File: src/rtl/switch_debounce_pkg.sv
`default_nettype none
// ============================================================================
// Module      : switch_debounce_pkg
// Description : Shared FSM state encoding, synchroniser depth and dwell-counter
//               width helper for the switch debouncer.
// Revision    : 1.0 - initial release
// ============================================================================
package switch_debounce_pkg;

    typedef enum logic [1:0] {
        STABLE_LO = 2'd0,
        WAIT_HI   = 2'd1,
        STABLE_HI = 2'd2,
        WAIT_LO   = 2'd3
    } state_t;

    localparam int SYNC_STAGES = 2;

    // Dwell counter only ever reaches STABLE_CYCLES-1; keep at least one bit.
    function automatic int dwell_width(input int stable_cycles);
        return (stable_cycles > 2) ? $clog2(stable_cycles) : 1;
    endfunction

endpackage
`default_nettype wire

File: src/rtl/debounce_chan.sv
`default_nettype none
// ============================================================================
// Module      : debounce_chan
// Description : One switch channel: 2-FF synchroniser, debounce FSM with dwell
//               counter, registered level/rise/fall and optional press counter
//               (enabled by SWITCH_DEBOUNCE_PRESS_CNT_EN).
// Revision    : 1.0 - initial release
// ============================================================================
module debounce_chan
    import switch_debounce_pkg::*;
#(
    parameter int STABLE_CYCLES = 1000000,
    parameter int CNT_W         = 8
) (
    input  logic             clk,
    input  logic             rst,
    input  logic             raw_i,
    output logic             level_o,
    output logic             rise_o,
    output logic             fall_o,
    output logic [CNT_W-1:0] press_cnt_o
);

    localparam int            DW     = dwell_width(STABLE_CYCLES);
    localparam logic [DW-1:0] c_LAST = DW'(STABLE_CYCLES - 1);

    logic [SYNC_STAGES-1:0] sync_q;
    state_t                 state_q;
    logic [DW-1:0]          cnt_q;
    logic                   level_q;
    logic                   rise_q;
    logic                   fall_q;
    logic                   w_sync;

    assign w_sync = sync_q[SYNC_STAGES-1];

    always_ff @(posedge clk) begin
        if (rst) begin
            sync_q  <= '0;
            state_q <= STABLE_LO;
            cnt_q   <= '0;
            level_q <= 1'b0;
            rise_q  <= 1'b0;
            fall_q  <= 1'b0;
        end else begin
            sync_q <= {sync_q[SYNC_STAGES-2:0], raw_i};
            rise_q <= 1'b0;
            fall_q <= 1'b0;
            case (state_q)
                STABLE_LO: begin
                    if (w_sync) begin
                        state_q <= WAIT_HI;
                        cnt_q   <= '0;
                    end
                end
                WAIT_HI: begin
                    if (!w_sync) begin
                        state_q <= STABLE_LO;
                        cnt_q   <= '0;
                    end else if (cnt_q == c_LAST) begin
                        state_q <= STABLE_HI;
                        cnt_q   <= '0;
                        level_q <= 1'b1;
                        rise_q  <= 1'b1;
                    end else begin
                        cnt_q <= cnt_q + DW'(1);
                    end
                end
                STABLE_HI: begin
                    if (!w_sync) begin
                        state_q <= WAIT_LO;
                        cnt_q   <= '0;
                    end
                end
                WAIT_LO: begin
                    if (w_sync) begin
                        state_q <= STABLE_HI;
                        cnt_q   <= '0;
                    end else if (cnt_q == c_LAST) begin
                        state_q <= STABLE_LO;
                        cnt_q   <= '0;
                        level_q <= 1'b0;
                        fall_q  <= 1'b1;
                    end else begin
                        cnt_q <= cnt_q + DW'(1);
                    end
                end
                default: begin
                    state_q <= STABLE_LO;
                    cnt_q   <= '0;
                end
            endcase
        end
    end

    assign level_o = level_q;
    assign rise_o  = rise_q;
    assign fall_o  = fall_q;

`ifdef SWITCH_DEBOUNCE_PRESS_CNT_EN
    logic [CNT_W-1:0] press_q;
    logic             w_accept_hi;

    // Same condition that sets rise_q, so the count updates on the same edge.
    assign w_accept_hi = (state_q == WAIT_HI) && w_sync && (cnt_q == c_LAST);

    always_ff @(posedge clk) begin
        if (rst) begin
            press_q <= '0;
        end else if (w_accept_hi) begin
            press_q <= press_q + CNT_W'(1);
        end
    end

    assign press_cnt_o = press_q;
`else
    assign press_cnt_o = '0;
`endif

endmodule
`default_nettype wire

File: src/rtl/switch_debounce.sv
`default_nettype none
// ============================================================================
// Module      : switch_debounce
// Description : N-channel switch/button debouncer with level and rise/fall
//               pulses; per-channel press counters under
//               SWITCH_DEBOUNCE_PRESS_CNT_EN.
// Revision    : 1.0 - initial release
// ============================================================================
module switch_debounce
    import switch_debounce_pkg::*;
#(
    parameter int N_INPUTS      = 4,
    parameter int STABLE_CYCLES = 1000000,
    parameter int CNT_W         = 8
) (
    input  logic                      board_clk,
    input  logic                      reset,
    input  logic [N_INPUTS-1:0]       raw_in,
    output logic [N_INPUTS-1:0]       level,
    output logic [N_INPUTS-1:0]       rise,
    output logic [N_INPUTS-1:0]       fall,
    output logic [N_INPUTS*CNT_W-1:0] press_cnt
);

    for (genvar i = 0; i < N_INPUTS; i++) begin : g_chan
        debounce_chan #(
            .STABLE_CYCLES (STABLE_CYCLES),
            .CNT_W         (CNT_W)
        ) u_chan (
            .clk         (board_clk),
            .rst         (reset),
            .raw_i       (raw_in[i]),
            .level_o     (level[i]),
            .rise_o      (rise[i]),
            .fall_o      (fall[i]),
            .press_cnt_o (press_cnt[i*CNT_W +: CNT_W])
        );
    end

endmodule
`default_nettype wire
File: config.mk
export PLATFORM = sky130hd
export DESIGN_NAME = switch_debounce
export DESIGN_NICKNAME = d
export VERILOG_FILES = /design/src/rtl/switch_debounce_pkg.sv /design/src/rtl/debounce_chan.sv /design/src/rtl/switch_debounce.sv
export SDC_FILE = /design/constraint.sdc
export NUM_CORES = 1
export LEC_CHECK = 0
export CAP_MARGIN = 10
export CORE_MARGIN = 1.5
export CORE_UTILIZATION = 40
export DETAILED_ROUTE_END_ITERATION = 10
export PLACE_DENSITY = 0.64
export SKIP_CTS_REPAIR_TIMING = 1
export SYNTH_ARGS = -nofsm -noshare
export SYNTH_HDL_FRONTEND = slang
export SYNTH_SLANG_ARGS = --single-unit
File: constraint.sdc
create_clock -name board_clk -period 4.5 [get_ports board_clk]
set_input_delay 0.45 -clock board_clk [delete_from_list [all_inputs] [get_ports board_clk]]
set_output_delay 0.45 -clock board_clk [all_outputs]
set_load 0.005 [all_outputs]
==> flow_summary.ini <==
[drt]
vias_per_cell = 5.42
ant_nets = 0
wl_per_cell_um = 13.2
first_pass_iters = 5
drc = 0
vias = 4458
wl_um = 10900
drt_iter0_drc = 250

[die]
rows = 42
ios = 50
die_w_um = 120
initial_utilization = 0.412
die-area_mm2 = 0.0145
core-area_mm2 = 0.0133
die_h_um = 120

[synth]
synth_cells = 649
synth.distinct_cells = 58
synth.cell_area_mm2 = 0.00550
async_reset_ff_frac = 0
synthFlopType = dfxtp_1
synth_edf_count = 0
ys_ff_latch = 108
yosysWarnings = 0
yosysSeqAreaShare = 0.393
avgSynthCellArea_um2 = 8.48

[timing]
finClkSkew_ns = 0.00510
slew_violations = 0
hold_viol_final = 0
rsz0062_at_grt = no
finalCritPeriodShare = 0.543
finalSetupTns_ns = 0
fmax_mhz = 409
setup_violations = 0
maxSlewHeadroom = 0.251
post-route-min-period_ns = 2.44
worstMarginPinSlew_ns = 1.11

[power]
p_sw_frac = 0.213
p_leak_nw = 2.04
intPower_w = 0.00145
clkPwrFrac = 0.438
p_sw_w = 0.000392
pwr_density_cell_mw_per_mm2 = 313
ir_drop_v = 0.000216
combPwrFrac = 0.035
seqPwrFrac = 0.527

[setup_path]
end_kind = register
rrSetupSlack_ns = 2.06
cp.required_ns = 4.77
critPathArrivalTime_ns = 2.72
reg2reg_depth = 6
start_kind = register
startpoint = g_chan[1].u_chan.cnt_q[0]
crit_end = g_chan[1].u_chan.cnt_q[5]
r2r_end = g_chan[1].u_chan.cnt_q[5]
worstSetupPathType = register to register
crit_path_max_fanout = 27
reg2reg_from = g_chan[1].u_chan.cnt_q[0]

[cells_and_area]
finalNonFillerCells = 822
final_layout_size_suffix_gt1_frac = 0.0542
stdcell_area_mm2 = 0.00588
diodes = 0
layout_commonest_cell = dfxtp_1
layout_common_cells = dfxtp_1, nand2_1, a21oi_1, a31oi_1, nand3_1
nNetsFinal = 651
area_growth_pct = 6.80
n_fill_cell = 1306

[place]
dp_cells = 806
dpl_cell_area_mm2 = 0.00557
io_buffers = 17
place_hpwl_um = 7310
gp_congestion = 0.873

[global_route]
grt-ovfl-total = 0
grt_first_pass_wirelength_um = 18300
grt_usage = 0.153
grt_pass1_vias = 4008
grt_max_degree = 52
grt_antenna_before_repair = 0

[worst_hold_path]
min_path_type = register to register
min_from = g_chan[1].u_chan.sync_q[0]

[clocking]
clkTransAtPathRegs_ns = 0.07
htreeDepth = 3
clock_path_buffers = 2
clkLatencyLatePin_ns = 0.34
cts_tree = built
clkSinkCount = 108
cts-root-buf = clkbuf_16
cts_buffers = 9

[run_status]
status = finished, final reports clean

[run]
maxCapViolations = 0
-- layer usage --
layer / vias to the layer above / part of all wire / track usage
li1: 2279 / - / -
met4: 0 / 0.014 / 0.0551
met5: - / 0 / 0
met1: 2069 / 0.48 / 0.195
met3: 10 / 0.041 / 0.0429
met2: 100 / 0.47 / 0.246
-- worst min path at each step --
stage / endpoint / slack [ns] / depth (start not counted)
2_1_floorplan: g_chan[0].u_chan.sync_q[1] / 0.41 / 1
3_3_place_gp: g_chan[2].u_chan.sync_q[1] / 0.42 / 1
3_5_place_dp: g_chan[1].u_chan.sync_q[1] / 0.43 / 1
4_1_cts: g_chan[1].u_chan.sync_q[1] / 0.44 / 1
5_1_grt: g_chan[1].u_chan.sync_q[1] / 0.45 / 1
6_report: g_chan[1].u_chan.sync_q[1] / 0.44 / 1
-- registers in the layout, summed over array words and instances (netlist names), named ones only --
| register | cells |
|---|---|
| g_chan.u_chan.level_o | 4 |
| g_chan.u_chan.fall_o | 4 |
| g_chan.u_chan.state_q | 4 |
| g_chan.u_chan.cnt_q | 80 |
| g_chan.u_chan.sync_q | 8 |
| g_chan.u_chan.rise_o | 4 |
-- synthesized netlist by cell type, types with 6 or more instances --
| library cell | instances | area share |
|---|---|---|
| dfxtp_1 | 108 | 0.39 |
| nand2_1 | 72 | 0.049 |
| buf_4 | 48 | 0.065 |
| a21oi_1 | 45 | 0.041 |
| a31oi_1 | 45 | 0.051 |
| nand3_1 | 39 | 0.035 |
| nor2_1 | 32 | 0.022 |
| o21ai_0 | 25 | 0.023 |
| and3_1 | 17 | 0.019 |
| nand4_1 | 16 | 0.018 |
| mux2i_1 | 13 | 0.024 |
| clkbuf_1 | 12 | 0.0082 |
| nor2b_1 | 12 | 0.014 |
| inv_1 | 11 | 0.0075 |
| a22o_1 | 10 | 0.016 |
| nand2b_1 | 10 | 0.011 |
| nor3_1 | 10 | 0.0091 |
| xnor2_1 | 9 | 0.014 |
| a41oi_1 | 8 | 0.013 |
| nand3b_1 | 7 | 0.0095 |
| nor4_1 | 7 | 0.0080 |
| buf_2 | 6 | 0.0055 |
| nor3b_1 | 6 | 0.0082 |
| xor2_1 | 6 | 0.0095 |
-- cell type report --
class	instances	area (µm²)	share of cell area
multi-input cells	492	2970	0.505
clock inverters	3	45.0	0.00766
clock buffers	13	260	0.0443
well taps	176	220	0.0375
repair buffers	19	180	0.0307
inverters	11	41.3	0.00702
flip-flops and latches	108	2160	0.368
-- through the flow --
step | hold WS [ns] | total power [W] | utilization | worst slack, ns
2_1_floorplan | 0.414 | 0.00106 | - | 2.69
3_3_place_gp | 0.420 | 0.00105 | 0.418 | 2.19
3_5_place_dp | 0.425 | 0.00106 | 0.418 | 2.10
4_1_cts | 0.442 | 0.00187 | 0.440 | 2.08
5_1_grt | 0.448 | 0.00191 | 0.440 | 1.86
6_report | 0.439 | 0.00184 | 0.440 | 2.06
-- cells by family (layout without fill, tap and decap cells) --
family	Yosys count	count (layout)	share of synthesized area
adders and majority gates	4	4	0.00909
DFF	108	108	0.393
buffers and inverters	80	46	0.0889
xor gates and xnor gates	18	18	0.0327
and+or+nand+nor	273	273	0.277
other	1	32	0.000681
AOI/OAI and AO/OA	152	152	0.175
muxes	13	13	0.0236
-- power by group through the flow --
stage | sequential [W] | combinational [W] | clock [W]
2_1_floorplan | 0.000990 | 0.0000684 | 0
3_3_place_gp | 0.000992 | 0.0000623 | 0
3_5_place_dp | 0.000992 | 0.0000636 | 0
4_1_cts | 0.000970 | 0.0000641 | 0.000837
5_1_grt | 0.000971 | 0.0000720 | 0.000866
6_report | 0.000970 | 0.0000636 | 0.000806
-- worst max-delay path, stage by stage, from the launching register on --
cell	delay, ns
dfxtp_1	0.35
ha_1	0.23
nand3_1	0.23
and4bb_1	0.28
a211oi_4	0.84
o21ai_0	0.20
a31oi_1	0.22
Power figures use the tool's default switching activity.
